### src/rtl/eth_phy_rx_block_sync_mc.sv
// Multi-lane 64b/66b RX block synchroniser: each lane barrel-aligns raw GT frames,
// hunts for the sync-header boundary, holds lock and counts lock-loss events.
module eth_phy_rx_block_sync_mc #(
  parameter int CHANNELS      = 4,
  parameter int DATA_WIDTH    = 64,
  parameter int HDR_WIDTH     = 2,
  parameter int FRAME_WIDTH   = 66,
  parameter int BIT_REVERSE   = 0,
  parameter int SH_WINDOW     = 64,
  parameter int INVALID_LIMIT = 16,
  parameter int SLIP_WAIT     = 2
) (
  input  logic                            clk,
  input  logic                            rst_n,
  input  logic [CHANNELS*FRAME_WIDTH-1:0] in_data,
  input  logic [CHANNELS-1:0]             in_valid,
  output logic [CHANNELS*DATA_WIDTH-1:0]  out_data,
  output logic [CHANNELS*HDR_WIDTH-1:0]   out_hdr,
  output logic [CHANNELS-1:0]             out_valid,
  output logic [CHANNELS-1:0]             block_lock,
  output logic                            all_lock,
  output logic [CHANNELS*7-1:0]           slip_offset,
  output logic [CHANNELS*8-1:0]           lock_loss_count
);
  localparam int SH_W  = $clog2(SH_WINDOW);
  localparam int INV_W = (INVALID_LIMIT > 1) ? $clog2(INVALID_LIMIT) : 1;
  localparam logic [SH_W-1:0]  SH_LAST    = SH_W'(SH_WINDOW - 1);
  localparam logic [INV_W-1:0] INV_LAST   = INV_W'(INVALID_LIMIT - 1);
  localparam logic [3:0]       WAIT_LAST  = 4'(SLIP_WAIT - 1);
  localparam logic [6:0]       OFFSET_MAX = 7'(FRAME_WIDTH - 1);

  typedef enum logic [1:0] {PRIME, TEST, SLIP, LOCKED} state_t;

  logic [CHANNELS-1:0] lock_d;
  logic                allLock_q;

  for (genvar g = 0; g < CHANNELS; g++) begin : g_lane
    state_t                  state_q;
    logic [FRAME_WIDTH-1:0]  prevFrame_q;
    logic [FRAME_WIDTH-1:0]  frameRaw;
    logic [FRAME_WIDTH-1:0]  frame;
    logic [FRAME_WIDTH-1:0]  aligned;
    logic [2*FRAME_WIDTH-1:0] window;
    logic [6:0]              offset_q;
    logic [6:0]              offsetInc;
    logic [SH_W-1:0]         shCnt_q;
    logic [INV_W-1:0]        invCnt_q;
    logic [3:0]              waitCnt_q;
    logic [7:0]              lossCnt_q;
    logic [DATA_WIDTH-1:0]   outData_q;
    logic [HDR_WIDTH-1:0]    outHdr_q;
    logic                    outValid_q;
    logic                    lock_q;
    logic                    hdrValid;
    logic                    lockSet;
    logic                    lockLoss;

    // The newest frame sits above the previous one, so an offset k selects a
    // block that starts k bits into the older frame.
    always_comb begin
      frameRaw = in_data[g*FRAME_WIDTH +: FRAME_WIDTH];
      frame    = frameRaw;
      if (BIT_REVERSE != 0) begin
        for (int b = 0; b < FRAME_WIDTH; b++) frame[b] = frameRaw[FRAME_WIDTH-1-b];
      end
      window    = {frame, prevFrame_q};
      aligned   = window[offset_q +: FRAME_WIDTH];
      hdrValid  = (aligned[HDR_WIDTH-1:0] == 2'b01) || (aligned[HDR_WIDTH-1:0] == 2'b10);
      offsetInc = (offset_q == OFFSET_MAX) ? 7'd0 : offset_q + 7'd1;
      lockSet   = in_valid[g] && (state_q == TEST) && hdrValid && (shCnt_q == SH_LAST);
      lockLoss  = in_valid[g] && (state_q == LOCKED) && !hdrValid && (invCnt_q == INV_LAST);
      lock_d[g] = lockSet | (lock_q & ~lockLoss);
    end

    always_ff @(posedge clk or negedge rst_n) begin
      if (!rst_n) begin
        state_q     <= PRIME;
        prevFrame_q <= '0;
        offset_q    <= '0;
        shCnt_q     <= '0;
        invCnt_q    <= '0;
        waitCnt_q   <= '0;
        lossCnt_q   <= '0;
        outData_q   <= '0;
        outHdr_q    <= '0;
        outValid_q  <= 1'b0;
        lock_q      <= 1'b0;
      end else begin
        outValid_q <= 1'b0;
        lock_q     <= lock_d[g];
        if (in_valid[g]) begin
          prevFrame_q <= frame;
          if (state_q != PRIME) begin
            outValid_q <= 1'b1;
            outData_q  <= aligned[FRAME_WIDTH-1:HDR_WIDTH];
            outHdr_q   <= aligned[HDR_WIDTH-1:0];
          end
          case (state_q)
            PRIME: state_q <= TEST;
            TEST: begin
              if (!hdrValid) begin
                offset_q  <= offsetInc;
                shCnt_q   <= '0;
                invCnt_q  <= '0;
                waitCnt_q <= '0;
                state_q   <= (SLIP_WAIT == 0) ? TEST : SLIP;
              end else if (lockSet) begin
                shCnt_q  <= '0;
                invCnt_q <= '0;
                state_q  <= LOCKED;
              end else begin
                shCnt_q <= shCnt_q + 1'b1;
              end
            end
            SLIP: begin
              if (waitCnt_q == WAIT_LAST) state_q <= TEST;
              else waitCnt_q <= waitCnt_q + 4'd1;
            end
            LOCKED: begin
              // A loss on the last frame of a window takes priority over the window reset.
              if (lockLoss) begin
                if (lossCnt_q != 8'hFF) lossCnt_q <= lossCnt_q + 8'd1;
                offset_q  <= offsetInc;
                shCnt_q   <= '0;
                invCnt_q  <= '0;
                waitCnt_q <= '0;
                state_q   <= (SLIP_WAIT == 0) ? TEST : SLIP;
              end else if (shCnt_q == SH_LAST) begin
                shCnt_q  <= '0;
                invCnt_q <= '0;
              end else begin
                shCnt_q <= shCnt_q + 1'b1;
                if (!hdrValid) invCnt_q <= invCnt_q + 1'b1;
              end
            end
            default: state_q <= PRIME;
          endcase
        end
      end
    end

    assign out_data[g*DATA_WIDTH +: DATA_WIDTH] = outData_q;
    assign out_hdr[g*HDR_WIDTH +: HDR_WIDTH]    = outHdr_q;
    assign out_valid[g]                         = outValid_q;
    assign block_lock[g]                        = lock_q;
    assign slip_offset[g*7 +: 7]                = offset_q;
    assign lock_loss_count[g*8 +: 8]            = lossCnt_q;
  end

  always_ff @(posedge clk or negedge rst_n) begin
    if (!rst_n) allLock_q <= 1'b0;
    else        allLock_q <= &lock_d;
  end

  assign all_lock = allLock_q;

endmodule

### config.mk
export PLATFORM = sky130hd
export DESIGN_NAME = eth_phy_rx_block_sync_mc
export DESIGN_NICKNAME = d
export VERILOG_FILES = /design/src/rtl/eth_phy_rx_block_sync_mc.sv
export SDC_FILE = /design/constraint.sdc
export NUM_CORES = 2
export LEC_CHECK = 0
export ABC_AREA = 0
export BUFFER_PORTS_ARGS = -buffer_cell sky130_fd_sc_hd__buf_2
export CELL_PAD_IN_SITES_DETAIL_PLACEMENT = 1
export CELL_PAD_IN_SITES_GLOBAL_PLACEMENT = 1
export CORE_ASPECT_RATIO = 0.9
export CORE_MARGIN = 2
export CORE_UTILIZATION = 48
export CTS_CLUSTER_DIAMETER = 200
export CTS_CLUSTER_SIZE = 12
export DETAILED_ROUTE_END_ITERATION = 16
export PLACE_DENSITY_LB_ADDON = 0.15
export SLEW_MARGIN = 20
export SYNTH_ARGS = -nofsm -noshare
export SYNTH_HDL_FRONTEND = slang
export SYNTH_SLANG_ARGS = --single-unit
export TNS_END_PERCENT = 10
### constraint.sdc
create_clock -name clk -period 4.5 [get_ports clk]
set_clock_uncertainty 0.1 [all_clocks]
set_input_delay 0.675 -clock clk [delete_from_list [all_inputs] [get_ports clk]]
set_output_delay 0.675 -clock clk [all_outputs]
set_load 0.03 [all_outputs]
==> reports/summary.txt <==
Gpl congestion = 1.01
Clock Tree Buf Depth = 3
Final period util = 94.0%
Switching share of power = 54.2%
Die extent in x = 388 um
Vias = 59.8k
Final wirelength = 275 mm
Sink Count = 661
Synth top area cells = dfrtp_1 (26%), mux4_2 (20%), mux2i_1 (11%)
Max-slew headroom = 27.4%
Final Hold Fails = 0
Setup WS post-layout = 0.269 ns
Req. time, crit path = 5.00 ns
Synthesized area = 0.0637 mm^2
Sequential share of power = 17.8%
Top Family by Delay on Critical Path = multiplexers
Layout cell share with drive strength beyond 1 = 30.0%
Max frequency = 236 MHz
Top FF cell, synth = dfrtp_1
FF+latch count, synth = 661
Fillers = 15.0k
Post-DR vias/cell = 6.77
Peak supply drop = 0.545 mV
Initial antenna violation count = 11
Psw = 30.3 mW
Worst Tran Pin Value = 1.08 ns
ANT nets after route = 0
Syn nets = 7117
Reg clk slew, reported paths = 0.07 ns
Setup slack, reg-to-reg = 0.27 ns
Pre-CTS worst setup slack = 0.225 ns
Worst r2r src = g_lane[2].offset_q[1]
Vias in the first global route = 59.1k
Buf/Inv on CP = 2
Post-synth EDFFs = 0
Worst-path fanout max = 44
CP cell instances = buf_12 > mux4_2 > mux2i_1 > mux2_2 > a21oi_1 > nand4_1 > xnor2_1 > buf_4 > and3_1 > nand2_1 > mux2_2
Hold Path End = g_lane[2].prevFrame_q[3]
First-pass DRT Iterations = 6
Int Pwr = 25.6 mW
Post-synthesis sequential area ratio = 26.0%
Row count = 126
TritonCTS clock tree = done
Status = finished clean
Pwr/cell area = 801 mW/mm^2
Most common cell in the netlist = nand2_1
Top-area cell type share of the netlist area = 26.0%
Post-layout nets = 7385
Hold Path Depth = 2
# IOs = 603
Post-route DRC = 0
Detailed Place HPWL = 215 mm
Setup crit end kind = flip-flop
Cells after synthesis = 6819
Core Footprint = 0.131 mm^2
Final Core Density = 53.2%
Initial drt markers = 6982
Die Area = 0.136 mm^2
Max-Cap Viols = 0
Max-slew violations = 0
Asr flop ratio synth = 100%
RSZ-0062 raised after global routing = no
Starting Density = 48.5%
CP startpoint kind = flip-flop
Setup Viol. Count Final = 0
Congestion Overflow GR = 0
Root Driver = clkbuf_16
Drt wl/cell = 31.2 um
Pin count of the biggest net entering global routing = 107
First-pass GRT wire length = 406 mm
Num CTS Buffers = 61
Count of input and output buffers = 602
Setup TNS = 0 ns
Area grow syn2layout = 9.73%
Cell mode on critical path = mux2_2
Static Leak = 30.7 nW
Syn Area/Cell = 9.34 um^2
Proportion of power drawn by combinational gates = 73.4%
Kind of critical path = reg2reg
Post-synth top area cell = dfrtp_1
Clock network power share = 8.8%
GR Util All Layers = 39.7%
Crit-path slowest cell = dfrtp_4
Netlist cell types = 94
Tightest Hold Check Type = in2reg
Worst path max stage delay = 0.76 ns
CP Data Arrival Time = 4.74 ns
R2R cell count = 11
Die height = 350 um
Yosys warning count = 0
Worst skew pair latency = 0.73 ns
RR Endpoint = g_lane[2].offset_q[2]
H-tree depth = 2
Top cells by count, synth = nand2_1 (1287), mux2i_1 (674), dfrtp_1 (661), nor2_1 (660), o21ai_0 (613)
Post-layout minimum cycle time = 4.23 ns
Hold path start = in_data[135]
[metal layers]
layer,track usage (%),part of all wire [%]
met1,54.2,40
met2,60.7,44
met3,8.52,9.9
met4,18.4,5.5
met5,0,0.017
[layout make-up]
| cell class | instances | area, um^2 | share of cell area, % |
|---|---|---|---|
| antenna | 4 | 10.0 | 0.0143 |
| clock buffer | 74 | 1580 | 2.25 |
| clock inverter | 3 | 28.8 | 0.0412 |
| inverter | 81 | 330 | 0.473 |
| multi-input combinational | 5454 | 44100 | 63.1 |
| sequential | 661 | 16600 | 23.8 |
| tap | 1728 | 2160 | 3.09 |
| timing repair buffer | 828 | 5090 | 7.29 |
[worst max-delay path by stage]
| stage | from | endpoint | slack, ns | cells past startpoint |
|---|---|---|---|---|
| finish | g_lane[2].offset_q[1] | g_lane[2].offset_q[2] | 0.27 | 11 |
| global route | g_lane[3].offset_q[0] | g_lane[3].offset_q[1] | 0.01 | 10 |
| CTS | g_lane[2].offset_q[0] | g_lane[2].offset_q[0] | 0.21 | 10 |
| detailed placement | g_lane[2].offset_q[0] | g_lane[2].offset_q[0] | 0.23 | 10 |
| global placement | g_lane[2].offset_q[0] | g_lane[2].offset_q[0] | 0.29 | 10 |
| floorplan | g_lane[3].offset_q[0] | g_lane[3].waitCnt_q[2] | 0.79 | 14 |
[cells in the final DEF (no fill, tap or decap), types with 62 or more instances in the layout]
cell type	synthesis	routed
nor2_1	660	660
mux4_2	563	563
buf_2	84	600
o21ai_0	613	611
nand2_1	1287	1287
mux2i_1	674	674
inv_1	68	62
mux2_2	592	592
nor3_1	62	62
dfrtp_1	661	633
buf_4	57	196
a21oi_1	191	191
nand3_1	72	72
[sequential cells by signal, summed over array words and instances, names as in the netlist, 4 cells and up]
signal,flops
g_lane.prevFrame_q,264
g_lane.outData_q,256
g_lane.lossCnt_q,32
g_lane.offset_q,28
g_lane.shCnt_q,24
g_lane.invCnt_q,16
g_lane.waitCnt_q,16
g_lane.outHdr_q,8
g_lane.state_q,8
g_lane.lock_q,4
g_lane.outValid_q,4
[timing repair]
item,4_1_cts,5_1_grt
setup endpoints to repair,0,4
hold endpoints to repair,65,0
resized for setup,0,0
hold buffers,1,0
buffers inserted,0,1
[cells by family (layout without fill, tap and decap cells)]
group	count (synthesis)	in the layout	synth area share [%]
AO/OA/AOI/OAI	1272	1272	12.2
multiplexers	1835	1835	41.1
buffers and inverters	704	986	4.90
flip-flops	661	661	26.0
AND/OR/NAND/NOR	2271	2271	14.6
adder cells (fa/ha/maj)	28	28	0.550
XOR/XNOR	48	48	0.696
other	0	4	0
[metrics by stage]
stage / instance area [um^2] / std cells / hold WS, ns / total power [mW]
final: 69900 / 8833 / 0.146 / 56.0
after global routing: 69900 / 8829 / 0.142 / 58.6
after CTS: 69800 / 8828 / 0.108 / 55.1
after detailed placement: 68200 / 8750 / 0.356 / 50.0
after global placement: 68200 / 8750 / 0.352 / 49.1
after floorplan: 63700 / 6819 / 0.279 / 36.3
[power groups by stage]
| stage | registers, mW | logic [mW] | clock network (mW) |
|---|---|---|---|
| after floorplan | 11.3 | 25.0 | 0 |
| after global placement | 9.90 | 39.2 | 0 |
| after detailed placement | 9.99 | 40.0 | 0 |
| after CTS | 9.91 | 40.2 | 5.03 |
| after global routing | 10.2 | 43.3 | 5.20 |
| final | 9.96 | 41.1 | 4.91 |
Note: power is estimated with default switching activity, not from simulation.
